**src/rtl/wave_fb_writer_if.sv**
```systemverilog
// Purpose : bundles the pixel stream from the wave filter and the frame-buffer write port.
// Latency : none, wires only.
// Backpr. : the pixel side has no ready; the write side uses fb_valid_out/fb_ready_in.
// Ports   : pixel_in/hcount_in/vcount_in/data_valid_in (filter -> writer),
//           fb_addr_out/fb_data_out/fb_valid_out (writer -> frame buffer), fb_ready_in (frame buffer -> writer).
// Modports: slave = writer view, master = driver/frame-buffer view.
interface wave_fb_writer_if #(
    parameter int ADDR_W = 17
);
    logic [6:0]        pixel_in;
    logic [10:0]       hcount_in;
    logic [9:0]        vcount_in;
    logic              data_valid_in;
    logic [ADDR_W-1:0] fb_addr_out;
    logic [6:0]        fb_data_out;
    logic              fb_valid_out;
    logic              fb_ready_in;

    modport slave (
        input  pixel_in, hcount_in, vcount_in, data_valid_in, fb_ready_in,
        output fb_addr_out, fb_data_out, fb_valid_out
    );

    modport master (
        output pixel_in, hcount_in, vcount_in, data_valid_in, fb_ready_in,
        input  fb_addr_out, fb_data_out, fb_valid_out
    );
endinterface

```
**src/rtl/wave_fb_writer.sv**
```systemverilog
// Purpose : clips filter pixels to the WIDTH x HEIGHT frame, forms vcount*WIDTH+hcount and queues writes.
// Latency : 2 cycles from data_valid_in to fb_valid_out when the queue is empty.
// Backpr. : none upstream; a full queue without a pop on the same edge drops the new pixel.
// Ports   : clk_in, rst_in (sync, active-low), bus (wave_fb_writer_if.slave), frame_done_out,
//           drop_count_out only when WAVE_FB_DROP_COUNT_EN is defined (saturating full-queue drop count).
module wave_fb_writer #(
    parameter int WIDTH      = 320,
    parameter int HEIGHT     = 320,
    parameter int ADDR_W     = 17,
    parameter int FIFO_DEPTH = 4
) (
    input  logic                   clk_in,
    input  logic                   rst_in,
    wave_fb_writer_if.slave        bus,
`ifdef WAVE_FB_DROP_COUNT_EN
    output logic [15:0]            drop_count_out,
`endif
    output logic                   frame_done_out
);
    localparam int                PTR_W    = (FIFO_DEPTH > 1) ? $clog2(FIFO_DEPTH) : 1;
    localparam logic [10:0]       W_LIM    = 11'(WIDTH);
    localparam logic [9:0]        H_LIM    = 10'(HEIGHT);
    localparam logic [10:0]       W_LAST   = 11'(WIDTH - 1);
    localparam logic [9:0]        H_LAST   = 10'(HEIGHT - 1);
    localparam logic [ADDR_W-1:0] W_MUL    = ADDR_W'(WIDTH);
    localparam logic [PTR_W:0]    CNT_FULL = (PTR_W + 1)'(FIFO_DEPTH);
    localparam logic [PTR_W:0]    CNT_ONE  = (PTR_W + 1)'(1);
    localparam logic [PTR_W-1:0]  PTR_ONE  = PTR_W'(1);

    // S1 registers. The product is kept at ADDR_W bits: the address is taken
    // modulo 2^ADDR_W anyway, so truncating early loses nothing.
    logic              r_s1_vld;
    logic              r_s1_inr;
    logic              r_s1_last;
    logic [6:0]        r_s1_pix;
    logic [10:0]       r_s1_h;
    logic [ADDR_W-1:0] r_s1_prod;

    always_ff @(posedge clk_in) begin
        if (!rst_in) begin
            r_s1_vld  <= 1'b0;
            r_s1_inr  <= 1'b0;
            r_s1_last <= 1'b0;
            r_s1_pix  <= '0;
            r_s1_h    <= '0;
            r_s1_prod <= '0;
        end else begin
            r_s1_vld <= bus.data_valid_in;
            if (bus.data_valid_in) begin
                r_s1_pix  <= bus.pixel_in;
                r_s1_h    <= bus.hcount_in;
                r_s1_prod <= ADDR_W'(bus.vcount_in) * W_MUL;
                r_s1_inr  <= (bus.hcount_in < W_LIM) && (bus.vcount_in < H_LIM);
                r_s1_last <= (bus.hcount_in == W_LAST) && (bus.vcount_in == H_LAST);
            end
        end
    end

    // S2: push into the write queue.
    logic [ADDR_W-1:0] r_mem_addr [FIFO_DEPTH];
    logic [6:0]        r_mem_pix  [FIFO_DEPTH];
    logic [PTR_W-1:0]  r_wr_ptr;
    logic [PTR_W-1:0]  r_rd_ptr;
    logic [PTR_W:0]    r_count;
    logic              r_frame_done;

    logic              w_empty;
    logic              w_full;
    logic              w_pop;
    logic              w_push_req;
    logic              w_push;
    logic [ADDR_W-1:0] w_addr;

    assign w_empty    = (r_count == '0);
    assign w_full     = (r_count == CNT_FULL);
    assign w_pop      = !w_empty && bus.fb_ready_in;
    assign w_push_req = r_s1_vld && r_s1_inr;
    // A pop on the same edge frees the slot, so a full queue still accepts.
    assign w_push     = w_push_req && (!w_full || w_pop);
    assign w_addr     = r_s1_prod + ADDR_W'(r_s1_h);

    always_ff @(posedge clk_in) begin
        if (!rst_in) begin
            // Entries are cleared too so the head reads as zero out of reset.
            for (int i = 0; i < FIFO_DEPTH; i++) begin
                r_mem_addr[i] <= '0;
                r_mem_pix[i]  <= '0;
            end
            r_wr_ptr     <= '0;
            r_rd_ptr     <= '0;
            r_count      <= '0;
            r_frame_done <= 1'b0;
        end else begin
            if (w_push) begin
                r_mem_addr[r_wr_ptr] <= w_addr;
                r_mem_pix[r_wr_ptr]  <= r_s1_pix;
                r_wr_ptr             <= r_wr_ptr + PTR_ONE;
            end
            if (w_pop) begin
                r_rd_ptr <= r_rd_ptr + PTR_ONE;
            end
            case ({w_push, w_pop})
                2'b10:   r_count <= r_count + CNT_ONE;
                2'b01:   r_count <= r_count - CNT_ONE;
                default: r_count <= r_count;
            endcase
            // Last pixel is in range by construction; fires even if the push was dropped.
            r_frame_done <= r_s1_vld && r_s1_inr && r_s1_last;
        end
    end

    assign bus.fb_valid_out = !w_empty;
    assign bus.fb_addr_out  = r_mem_addr[r_rd_ptr];
    assign bus.fb_data_out  = r_mem_pix[r_rd_ptr];
    assign frame_done_out   = r_frame_done;

`ifdef WAVE_FB_DROP_COUNT_EN
    logic        w_drop;
    logic [15:0] r_drop_cnt;

    // Only queue-full drops count; clipped coordinates never reach w_push_req.
    assign w_drop = w_push_req && w_full && !w_pop;

    always_ff @(posedge clk_in) begin
        if (!rst_in) begin
            r_drop_cnt <= '0;
        end else if (w_drop && (r_drop_cnt != 16'hFFFF)) begin
            r_drop_cnt <= r_drop_cnt + 16'd1;
        end
    end

    assign drop_count_out = r_drop_cnt;
`endif
endmodule

```
**src/flat_wrapper.sv**
```systemverilog
// flat-port wrapper written by rule: the top's interface ports become plain ports
module wave_fb_writer_flat 
#(
    parameter int WIDTH      = 320,
    parameter int HEIGHT     = 320,
    parameter int ADDR_W     = 17,
    parameter int FIFO_DEPTH = 4
)
  (clk_in, rst_in, frame_done_out, bus_pixel_in, bus_hcount_in, bus_vcount_in, bus_data_valid_in, bus_fb_ready_in, bus_fb_addr_out, bus_fb_data_out, bus_fb_valid_out);
  wave_fb_writer_if #(.ADDR_W(ADDR_W)) bus_i ();
  input  logic clk_in;
  input  logic rst_in;
  output logic frame_done_out;
  input wire logic [$bits(bus_i.pixel_in)-1:0] bus_pixel_in;
  input wire logic [$bits(bus_i.hcount_in)-1:0] bus_hcount_in;
  input wire logic [$bits(bus_i.vcount_in)-1:0] bus_vcount_in;
  input wire logic [$bits(bus_i.data_valid_in)-1:0] bus_data_valid_in;
  input wire logic [$bits(bus_i.fb_ready_in)-1:0] bus_fb_ready_in;
  output wire logic [$bits(bus_i.fb_addr_out)-1:0] bus_fb_addr_out;
  output wire logic [$bits(bus_i.fb_data_out)-1:0] bus_fb_data_out;
  output wire logic [$bits(bus_i.fb_valid_out)-1:0] bus_fb_valid_out;
  assign bus_i.pixel_in = bus_pixel_in;
  assign bus_i.hcount_in = bus_hcount_in;
  assign bus_i.vcount_in = bus_vcount_in;
  assign bus_i.data_valid_in = bus_data_valid_in;
  assign bus_i.fb_ready_in = bus_fb_ready_in;
  assign bus_fb_addr_out = bus_i.fb_addr_out;
  assign bus_fb_data_out = bus_i.fb_data_out;
  assign bus_fb_valid_out = bus_i.fb_valid_out;
  wave_fb_writer #(.WIDTH(WIDTH), .HEIGHT(HEIGHT), .ADDR_W(ADDR_W), .FIFO_DEPTH(FIFO_DEPTH)) u_core (.clk_in(clk_in), .rst_in(rst_in), .bus(bus_i), .frame_done_out(frame_done_out));
endmodule
```
**config.mk**
```make
export PLATFORM = sky130hd
export DESIGN_NAME = wave_fb_writer_flat
export DESIGN_NICKNAME = d
export VERILOG_FILES = /design/src/rtl/wave_fb_writer_if.sv /design/src/rtl/wave_fb_writer.sv /design/src/flat_wrapper.sv
export SDC_FILE = /design/constraint.sdc
export NUM_CORES = 1
export LEC_CHECK = 0
export BUFFER_PORTS_ARGS = -buffer_cell sky130_fd_sc_hd__buf_2
export CORE_ASPECT_RATIO = 0.5
export CORE_MARGIN = 2
export CORE_UTILIZATION = 46
export DETAILED_ROUTE_END_ITERATION = 16
export GPL_TIMING_DRIVEN = 0
export PLACE_DENSITY = 0.64
export SLEW_MARGIN = 20
export SYNTH_ARGS = -nofsm -noshare
export SYNTH_HDL_FRONTEND = slang
export SYNTH_SLANG_ARGS = --single-unit
export TNS_END_PERCENT = 50
```
**constraint.sdc**
```tcl
create_clock -name clk_in -period 2.6 [get_ports clk_in]
set_input_delay 0.52 -clock clk_in [delete_from_list [all_inputs] [get_ports clk_in]]
set_output_delay 0.52 -clock clk_in [all_outputs]
set_load 0.02 [all_outputs]
```
After elaboration in Yosys (flattened, before gate mapping)

Memories as Yosys holds them, arrays and structs flattened. A register that Yosys moved wholly into a read port is not among the register bits.
Index checks and enable logic that the tools add are counted.

Register bits: 40
Memory bits (writable): 96
Input bits: 32
Output and inout port bits: 26
Word-level logic and storage cells: 53
Memories kept: 2

Memories:

| name              | words | width | rd ports | clocked after Yosys merged registers in | write ports | RTL line             | text |
|---|---|---|---|---|---|---|---|
| u_core.r_mem_addr | 4     | 17    | 1        | 1                                       | 4           | wave_fb_writer.sv:60 | `logic [ADDR_W-1:0] r_mem_addr [FIFO_DEPTH];` |
| u_core.r_mem_pix  | 4     | 7     | 1        | 1                                       | 4           | wave_fb_writer.sv:61 | `logic [6:0] r_mem_pix [FIFO_DEPTH];` |

$add $sub $neg: 5
$mul: 1
Magnitude comparators: 2
Eq/ne operators: 5
Mux-type cells: 15
Reductions and logical operators: 13

Operator list:

| operator              | number |
|---|---|
| $add 17x11->17        | 1 |
| $mux 17               | 1 |
| $reduce_or 17->1      | 1 |
| $mux 2                | 6 |
| $eq 11x9->1 const B   | 1 |
| $lt 11x9->1 const B   | 1 |
| $mul 10x3->11 const B | 1 |
| $eq 10x9->1 const B   | 1 |
| $lt 10x9->1 const B   | 1 |
| $mux 7                | 1 |
| $reduce_or 7->1       | 1 |
| $logic_and 1x1->1     | 6 |
| $mux 1                | 6 |
| $pmux 3 s2            | 1 |
| $add 2x1->2 const B   | 2 |
| $add 3x1->3 const B   | 1 |
| $eq 3x3->1 const B    | 1 |
| $logic_not 3->1       | 1 |
| $sub 3x1->3 const B   | 1 |
| $eq 2x1->1 const B    | 1 |
| $eq 2x2->1 const B    | 1 |
| $logic_not 1->1       | 2 |
| $reduce_bool 2->1     | 1 |
| $logic_or 1x1->1      | 1 |

Longest topological paths before layout

Gate-level depths: netlist (run 1).

Depth in word-level cells: 10
Gate-level depth with buffers: 8
Gate-level depth less buffers: 7

Least setup slack after synthesis (run 1)

No wires, ideal clock.

Path type: input to register
From: input port rst_in
To: memory u_core.r_mem_addr[0][0] (enable)
Library setup time: 0.381 ns
Arrival: 1.881 ns
Data required time: 2.219 ns
Setup slack: 0.338 ns
Stages on the path: 5
Buffers on the path: 1
Cells stage by stage: buf_2 > inv_2 > nor3_4 > nand2_1 > nand2_1

RTL lines:

| what               | RTL line             | text |
|---|---|---|
| start: declaration | flat_wrapper.sv:12   | `input logic rst_in;` |
| end: declaration   | wave_fb_writer.sv:60 |  |

==> out/summary.json, run 1 <==
{
  "syn-cell-area": {"value": 6720, "unit": "sq um"},
  "clock_tree.buffer_depth": {"value": 2},
  "status": {"value": "complete, no violations"},
  "drt_drc_violations_left": {"value": 0},
  "place_congestion": {"value": 0.847},
  "complex_gate_fraction_of_the_synthesized_area": {"value": 0.0728},
  "synth_ff_type": {"value": "edfxtp_1"},
  "crit_path_start_kind": {"value": "register"},
  "async_set_or_reset_flop_fraction_in_the_synthesized_netlist": {"value": 0},
  "yosysTopAreaCellShare": {"value": 0.429},
  "setup_repair_after_global_routing_missed_its_margin": {"value": "no"},
  "min_period_over_period": {"value": 0.960},
  "placementRows": {"value": 31},
  "num_antenna_cells": {"value": 0},
  "h-tree-depth": {"value": 4},
  "vias_in_the_first_global_route": {"value": 4480},
  "dr.pass1.iters": {"value": 4},
  "fillerInstances": {"value": 1238},
  "final_nets": {"value": 667},
  "synth_enable_flop_cells": {"value": 96},
  "detail_route.wl_per_cell": {"value": 19.3, "unit": "microns"},
  "max_slew.worst_pin.slew": {"value": 741, "unit": "ps"},
  "top_level_ports": {"value": 58},
  "fp.dieW": {"value": 175, "unit": "microns"},
  "area.sequential": {"value": 3720, "unit": "sq um"},
  "root_buffer": {"value": "clkbuf_16"},
  "synth.ff_latch_count": {"value": 138},
  "worst-path-max-fanout": {"value": 10},
  "synth_simple_gate_area_frac": {"value": 0.168},
  "die_y": {"value": 89.5, "unit": "microns"},
  "clk_pwr_share": {"value": 0.433},
  "p_switching": {"value": 1.36, "unit": "mW"},
  "setup.reg_to_reg.worst_slack": {"value": 130, "unit": "ps"},
  "worst-endpoint-required": {"value": 2080, "unit": "ps"},
  "achievable-frequency": {"value": 0.401, "unit": "GHz"},
  "slew_headroom": {"value": 0.506},
  "detail_route.wirelength": {"value": 15.9, "unit": "mm"},
  "internal-power": {"value": 3.87, "unit": "mW"},
  "synth_mux_area_frac": {"value": 0.118},
  "cts_sinks": {"value": 138},
  "share_of_layout_cells_above_drive_strength_1": {"value": 0.226},
  "adder_cell_fraction_of_synth_area": {"value": 0.0462},
  "tritoncts_clock_tree": {"value": "built"},
  "drv_slew": {"value": 0},
  "setup-tns-final": {"value": 0, "unit": "ps"},
  "vdd_drop_max": {"value": 0.517, "unit": "mV"},
  "worstReg2RegStart": {"value": "u_core.r_s1_inr"},
  "hold_path_depth": {"value": 3},
  "timing.final.hold_violations": {"value": 0},
  "hold_buffers": {"value": 0},
  "yosys-top-cells-area": {"value": "edfxtp_1 43%, dfxtp_1 13%, mux4_2 8.0%"},
  "die-area": {"value": 15600, "unit": "sq um"},
  "synth.net_count": {"value": 593},
  "post_synth.cell_area_avg": {"value": 12.5, "unit": "sq um"},
  "cp_data_arrival_time": {"value": 1970, "unit": "ps"},
  "yosys.cell_types.count": {"value": 60},
  "routed-via-count": {"value": 4578},
  "criticalPathCategory": {"value": "register to primary output"},
  "global_route_wire_length_before_repair": {"value": 24.6, "unit": "mm"},
  "global_route.usage.total": {"value": 0.211},
  "dr.first_iter.drc_count": {"value": 376},
  "clock-skew-final": {"value": 8.19, "unit": "ps"},
  "post_synth_xor_area_fraction": {"value": 0.0143},
  "placement.setup.worst_slack": {"value": -169, "unit": "ps"},
  "starting_density_of_the_core": {"value": 0.468},
  "grt_max_degree": {"value": 25},
  "cts_inserted_buffers": {"value": 17},
  "main_combinational_cell_family_by_area_after_synthesis": {"value": "simple AND/OR/NAND/NOR gates"},
  "hold_critical_path_endpoint": {"value": "u_core.r_s1_pix[2]"},
  "power_dens_cells": {"value": 667, "unit": "nW/um^2"},
  "clk-insertion-delay-late": {"value": 420, "unit": "ps"},
  "grt_overflow_total": {"value": 0},
  "place.detailed.hpwl": {"value": 11.0, "unit": "mm"},
  "port_buffers": {"value": 55},
  "most_area_hungry_cell_type_in_the_yosys_netlist": {"value": "edfxtp_1"},
  "antenna_found_initial": {"value": 0},
  "ant_nets": {"value": 0},
  "worst_setup_hold_path_clk_slew": {"value": 70, "unit": "ps"},
  "setup.worst_path.end_class": {"value": "primary output"},
  "shortest_clock_period_the_worst_path_allows_after_layout": {"value": 2490, "unit": "ps"},
  "static-leakage-power": {"value": 3.15, "unit": "nW"},
  "cts_setup_buffers": {"value": 0},
  "setup_viol_count_final": {"value": 0},
  "syn_to_final_growth": {"value": 16.6, "unit": "%"},
  "hold_class": {"value": "input pin to register"},
  "synth_sequential_area_ratio": {"value": 0.554},
  "min_from": {"value": "bus_pixel_in[2]"},
  "power.share.switching": {"value": 0.260},
  "core-area": {"value": 14400, "unit": "sq um"},
  "vias_per_cell": {"value": 5.56},
  "multi_input_area": {"value": 2840, "unit": "sq um"},
  "layout_setup_ws": {"value": 105, "unit": "ps"},
  "syn-instance-count": {"value": 538},
  "drv_cap": {"value": 0},
  "seq_power_share": {"value": 0.475},
  "comb_power_share": {"value": 0.092},
  "yosys_warnings": {"value": 0},
  "ff2ff_path_depth": {"value": 4},
  "critical_path.reg2reg.endpoint": {"value": "u_core.r_mem_addr[2][6]"}
}
## state kept, by name (all words and copies together), names as in the netlist, named ones only
signal                 cells
u_core.r_mem_addr         68
u_core.r_mem_pix          28
u_core.r_s1_h             11
u_core.r_s1_prod          11
u_core.r_s1_pix            7
u_core.r_count             3
u_core.r_rd_ptr            2
u_core.r_wr_ptr            2
u_core.frame_done_out      1
u_core.r_s1_inr            1
u_core.r_s1_last           1
u_core.r_s1_vld            1
## cells in the mapped netlist (2+ instances only)
library cell and instances:
clkbuf_1 14, a211oi_2 2, and2_1 17, nand4_1 5
nand3b_1 4, edfxtp_1 96, nor2_1 65, nor4_1 2
mux2i_1 24, nand2b_1 7, xnor2_1 7, o31a_1 2
o21ai_0 5, inv_1 8, a211oi_1 5, buf_4 2
buf_2 9, o21bai_1 2, nor3b_1 8, nor3_1 5
nand4b_1 3, nand2_1 19, o21a_1 5, fa_1 3
xor2_1 4, a211o_1 3, nor2b_1 5, buf_1 6
a21oi_1 20, o211ai_1 7, nand3_1 10, mux4_2 24
and3_1 47, a21boi_0 2, ha_1 20, a21o_1 5
clkbuf_2 2, dfxtp_1 42
## what timing repair did
item | 4_1_cts | 5_1_grt
endpoints found under the setup margin | 20 | 53
gates resized for setup | 4 | 6
endpoints found under the hold margin | 0 | 0
pin swaps | 0 | 0
## worst max-delay path: stages, from the launching register on
cell	delay, ps
dfxtp_1	300
buf_1	330
clkbuf_2	370
mux4_2	370
buf_2	180
## cells by family after synthesis
family          count (synthesis)
compound gates                 69
xor+xnor                       11
flops                         138
mux                            49
simple gates                  206
fa+ha+maj                      23
buf+inv                        42
## routing by layer
metal,up-vias,GRT usage,part of all wire
li1,2190,-,-
met1,2249,0.292,0.47
met2,120,0.341,0.46
met3,19,0.0472,0.052
met4,0,0.0598,0.012
met5,-,0,0
## stage by stage
step	utilization	total power, mW	hold WS (ps)	instances	instance area [sq um]
floorplan	-	2.83	419	538	6720
global placement	0.505	2.99	478	791	7240
detailed placement	0.505	3.00	485	791	7250
CTS	0.545	5.24	327	823	7820
global route	0.546	5.39	343	823	7840
finish	0.546	5.23	333	823	7840
## worst max path at each step
stage,from,end,slack [ps],cells after the start
2_1_floorplan,rst_in,u_core.r_mem_addr[0][0],340,5
3_3_place_gp,rst_in,u_core.r_mem_pix[1][3],-580,5
3_5_place_dp,rst_in,u_core.r_mem_addr[0][2],-170,5
4_1_cts,register,bus_fb_addr_out[6],40,4
5_1_grt,register,bus_fb_data_out[5],8,4
6_report,register,bus_fb_data_out[5],110,4
## power by group through the flow
stage	clock, mW	sequential (mW)	combinational, mW
finish	2.26	2.48	0.479
CTS	2.28	2.48	0.476
detailed placement	0	2.53	0.471
global route	2.37	2.49	0.525
floorplan	0	2.51	0.324
global placement	0	2.53	0.466
## layout by cell type (no fill, tap or decap), drive strengths merged, types with 8 or more instances in the layout
cell type / n
nor2: 65
nand2: 19
nand3: 10
nor3b: 8
mux4: 24
buf: 72
clkbuf: 33
edfxtp: 96
a21oi: 20
and2: 17
ha: 20
dfxtp: 42
and3: 47
mux2i: 24
inv: 16
## layout make-up
cell class                 count  area share
sequential                   138       0.475
clock inverter                15      0.0169
multi-input combinational    358       0.362
inverter                       9     0.00431
buffer                        33      0.0203
clock buffer                  17      0.0543
timing repair buffer          55      0.0351
tap                          198      0.0316
No activity file was read; power rests on OpenSTA's default activity.
==> run 2, diff against run 1 <==
Settings changed: BUFFER_PORTS_ARGS -buffer_cell sky130_fd_sc_hd__buf_2 to -buffer_cell sky130_fd_sc_hd__clkbuf_2, CTS_CLUSTER_SIZE from default to 30.
==> run 2 against run 1 <==
Against the previous run: wire length up 1.5%; combinational power hardly changed; setup slack got worse by 44 ps; first-iteration DRC count increased by 26%; flip-flop and latch count unchanged; cell area is 1.1% higher; critical path depth stayed put; total power rose by 6.5%; cell count stayed put; critical path type unchanged.
==> out/summary.json, run 2 (synthesis results as in run 1) <==
{
  "status": {"value": "complete, no violations"},
  "worstReg2RegStart": {"value": "u_core.r_s1_prod[6]"},
  "h-tree-depth": {"value": 4, "change": "unchanged"},
  "layout_setup_ws": {"value": 61.1, "unit": "ps", "change": "-43.9 ps"},
  "cp_data_arrival_time": {"value": 2020, "unit": "ps", "change": "+50 ps"},
  "hold_class": {"value": "input pin to register"},
  "layout_commonest_cell": {"value": "edfxtp_1"},
  "die_y": {"value": 89.5, "unit": "microns", "change": "unchanged"},
  "largest_registers": {"value": "u_core.r_mem_addr: 68 flops, u_core.r_mem_pix: 28 flops"},
  "placementRows": {"value": 31, "change": "unchanged"},
  "postLayoutCellArea": {"value": 7920, "unit": "sq um", "change": "+1.1%"},
  "fillerInstances": {"value": 1236, "change": "-0.16%"},
  "regMostFlops": {"value": "u_core.r_mem_addr"},
  "worst-path-max-fanout": {"value": 10, "change": "unchanged"},
  "drv_slew": {"value": 0, "change": "unchanged"},
  "achievable-frequency": {"value": 0.394, "unit": "GHz", "change": "-1.7%"},
  "dpl-instance-area": {"value": 7250, "unit": "sq um", "change": "unchanged"},
  "delay_of_the_slowest_cell_on_the_worst_path": {"value": 390, "unit": "ps", "change": "+20 ps"},
  "tritoncts_clock_tree": {"value": "built"},
  "total_power_of_the_final_layout": {"value": 5.57, "unit": "mW", "change": "+6.5%"},
  "timing.final.hold_violations": {"value": 0, "change": "unchanged"},
  "worst_setup_hold_path_clk_slew": {"value": 60, "unit": "ps", "change": "about the same"},
  "cts_inserted_buffers": {"value": 17, "change": "unchanged"},
  "global_route_wire_length_before_repair": {"value": 25.1, "unit": "mm", "change": "+2.4%"},
  "dr.first_iter.drc_count": {"value": 472, "change": "+26%"},
  "num_antenna_cells": {"value": 0, "change": "unchanged"},
  "setup.worst_path.end_class": {"value": "primary output"},
  "crit_path_start_kind": {"value": "register"},
  "vdd_drop_max": {"value": 0.445, "unit": "mV", "change": "-14%"},
  "grt_max_degree": {"value": 25, "change": "unchanged"},
  "worst-endpoint-required": {"value": 2080, "unit": "ps", "change": "about the same"},
  "vias_per_cell": {"value": 5.52, "change": "-0.76%"},
  "place.detailed.hpwl": {"value": 11.1, "unit": "mm", "change": "+0.91%"},
  "slowest_stage": {"value": "buf_2"},
  "core-area": {"value": 14400, "unit": "sq um", "change": "unchanged"},
  "routed-via-count": {"value": 4543, "change": "-0.76%"},
  "placement.setup.worst_slack": {"value": -156, "unit": "ps", "change": "+13.1 ps"},
  "port_buffers": {"value": 55, "change": "unchanged"},
  "min_period_over_period": {"value": 0.976, "change": "+0.0169"},
  "top_level_ports": {"value": 58, "change": "unchanged"},
  "starting_density_of_the_core": {"value": 0.468, "change": "unchanged"},
  "layout.cells.most_common_list": {"value": "96 x edfxtp_1, 65 x nor2_1, 58 x clkbuf_2, 47 x and3_1, 42 x dfxtp_1"},
  "detail_route.wl_per_cell": {"value": 19.6, "unit": "microns", "change": "+1.5%"},
  "share_of_layout_cells_above_drive_strength_1": {"value": 0.226, "change": "unchanged"},
  "grt_overflow_total": {"value": 0, "change": "unchanged"},
  "antenna_found_initial": {"value": 0, "change": "unchanged"},
  "global_route.usage.total": {"value": 0.218, "change": "+0.00665"},
  "criticalPathCategory": {"value": "register to primary output"},
  "drt_drc_violations_left": {"value": 0, "change": "unchanged"},
  "max_slew.worst_pin.slew": {"value": 745, "unit": "ps", "change": "+4.56 ps"},
  "hold_buffers": {"value": 0, "change": "unchanged"},
  "cts_sinks": {"value": 138, "change": "unchanged"},
  "detail_route.wirelength": {"value": 16.1, "unit": "mm", "change": "+1.5%"},
  "static-leakage-power": {"value": 3.20, "unit": "nW", "change": "+1.4%"},
  "setup_repair_after_global_routing_missed_its_margin": {"value": "yes"},
  "final_nets": {"value": 667, "change": "unchanged"},
  "min_from": {"value": "bus_pixel_in[6]"},
  "clk-insertion-delay-late": {"value": 420, "unit": "ps", "change": "about the same"},
  "max_reg_flops": {"value": 68, "change": "unchanged"},
  "dr.pass1.iters": {"value": 6, "change": "+2"},
  "slew_headroom": {"value": 0.503, "change": "-0.00304"},
  "shortest_clock_period_the_worst_path_allows_after_layout": {"value": 2540, "unit": "ps", "change": "+43.9 ps"},
  "die-area": {"value": 15600, "unit": "sq um", "change": "unchanged"},
  "multi_input_area": {"value": 2850, "unit": "sq um", "change": "+0.18%"},
  "clock_tree.buffer_depth": {"value": 2, "change": "unchanged"},
  "utilization_after_layout": {"value": 0.552, "change": "+0.00575"},
  "hold_slack": {"value": 339, "unit": "ps", "change": "+5.11 ps"},
  "ant_nets": {"value": 0, "change": "unchanged"},
  "power_dens_cells": {"value": 703, "unit": "nW/um^2", "change": "+5.4%"},
  "setup_viol_count_final": {"value": 0, "change": "unchanged"},
  "place_congestion": {"value": 0.841, "change": "-0.67%"},
  "syn_to_final_growth": {"value": 17.9, "unit": "%"},
  "fp.dieW": {"value": 175, "unit": "microns", "change": "unchanged"},
  "clock-skew-final": {"value": 9.24, "unit": "ps", "change": "+1.05 ps"},
  "area.sequential": {"value": 3720, "unit": "sq um", "change": "unchanged"},
  "path_cells": {"value": "buf_1 -> buf_2 -> mux4_2 -> clkbuf_2"},
  "vias_in_the_first_global_route": {"value": 4515, "change": "+0.78%"},
  "root_buffer": {"value": "clkbuf_16"},
  "drv_cap": {"value": 0, "change": "unchanged"}
}
## run 2: layout make-up
class                   count  area share
clock buffers              17      0.0537
clock inverters            15      0.0269
plain buffers              33      0.0197
repair buffers             55      0.0348
multi-input cells         358       0.359
inverters                   9     0.00427
well taps                 198      0.0313
flip-flops and latches    138       0.470
## run 2: timing repair
action	4_1_cts	5_1_grt
setup endpoints to repair	20	76
setup buffers	0	0
gates cloned	0	0
gates resized for setup	4	6
## run 2: power breakdown
part | internal [mW] | leakage [nW] | switching, mW
registers | 2.43 | 1.34 | 0.0538
clock network | 1.62 | 0.306 | 0.982
logic | 0.183 | 1.56 | 0.293
## run 2: metrics by stage
stage / cells / setup TNS (ps)
floorplan: 538 / 0
global placement: 791 / -37870
detailed placement: 791 / -10550
CTS: 823 / 0
global route: 823 / -1.61
finish: 823 / 0
## run 2: worst paths after layout
path / to / slack (ps) / depth (start not counted)
min reg2reg: u_core.frame_done_out / 500 / 2
min: u_core.r_s1_pix[6] / 340 / 3
max: bus_fb_addr_out[6] / 60 / 4
max reg2reg: u_core.r_mem_addr[0][14] / 230 / 6
## run 2: critical path: cells and delay by family (launching register included)
kind / cells / cell delay, ps
buf+inv: 3 / 920
flops: 1 / 300
mux: 1 / 380
## run 2: routing by layer
layer | vias to the layer above | GRT usage | wire, microns
met3 | 10 | 0.0459 | 881
met5 | - | 0 | 0
li1 | 2189 | - | -
met1 | 2223 | 0.299 | 7590
met4 | 0 | 0.0568 | 104
met2 | 121 | 0.359 | 7530
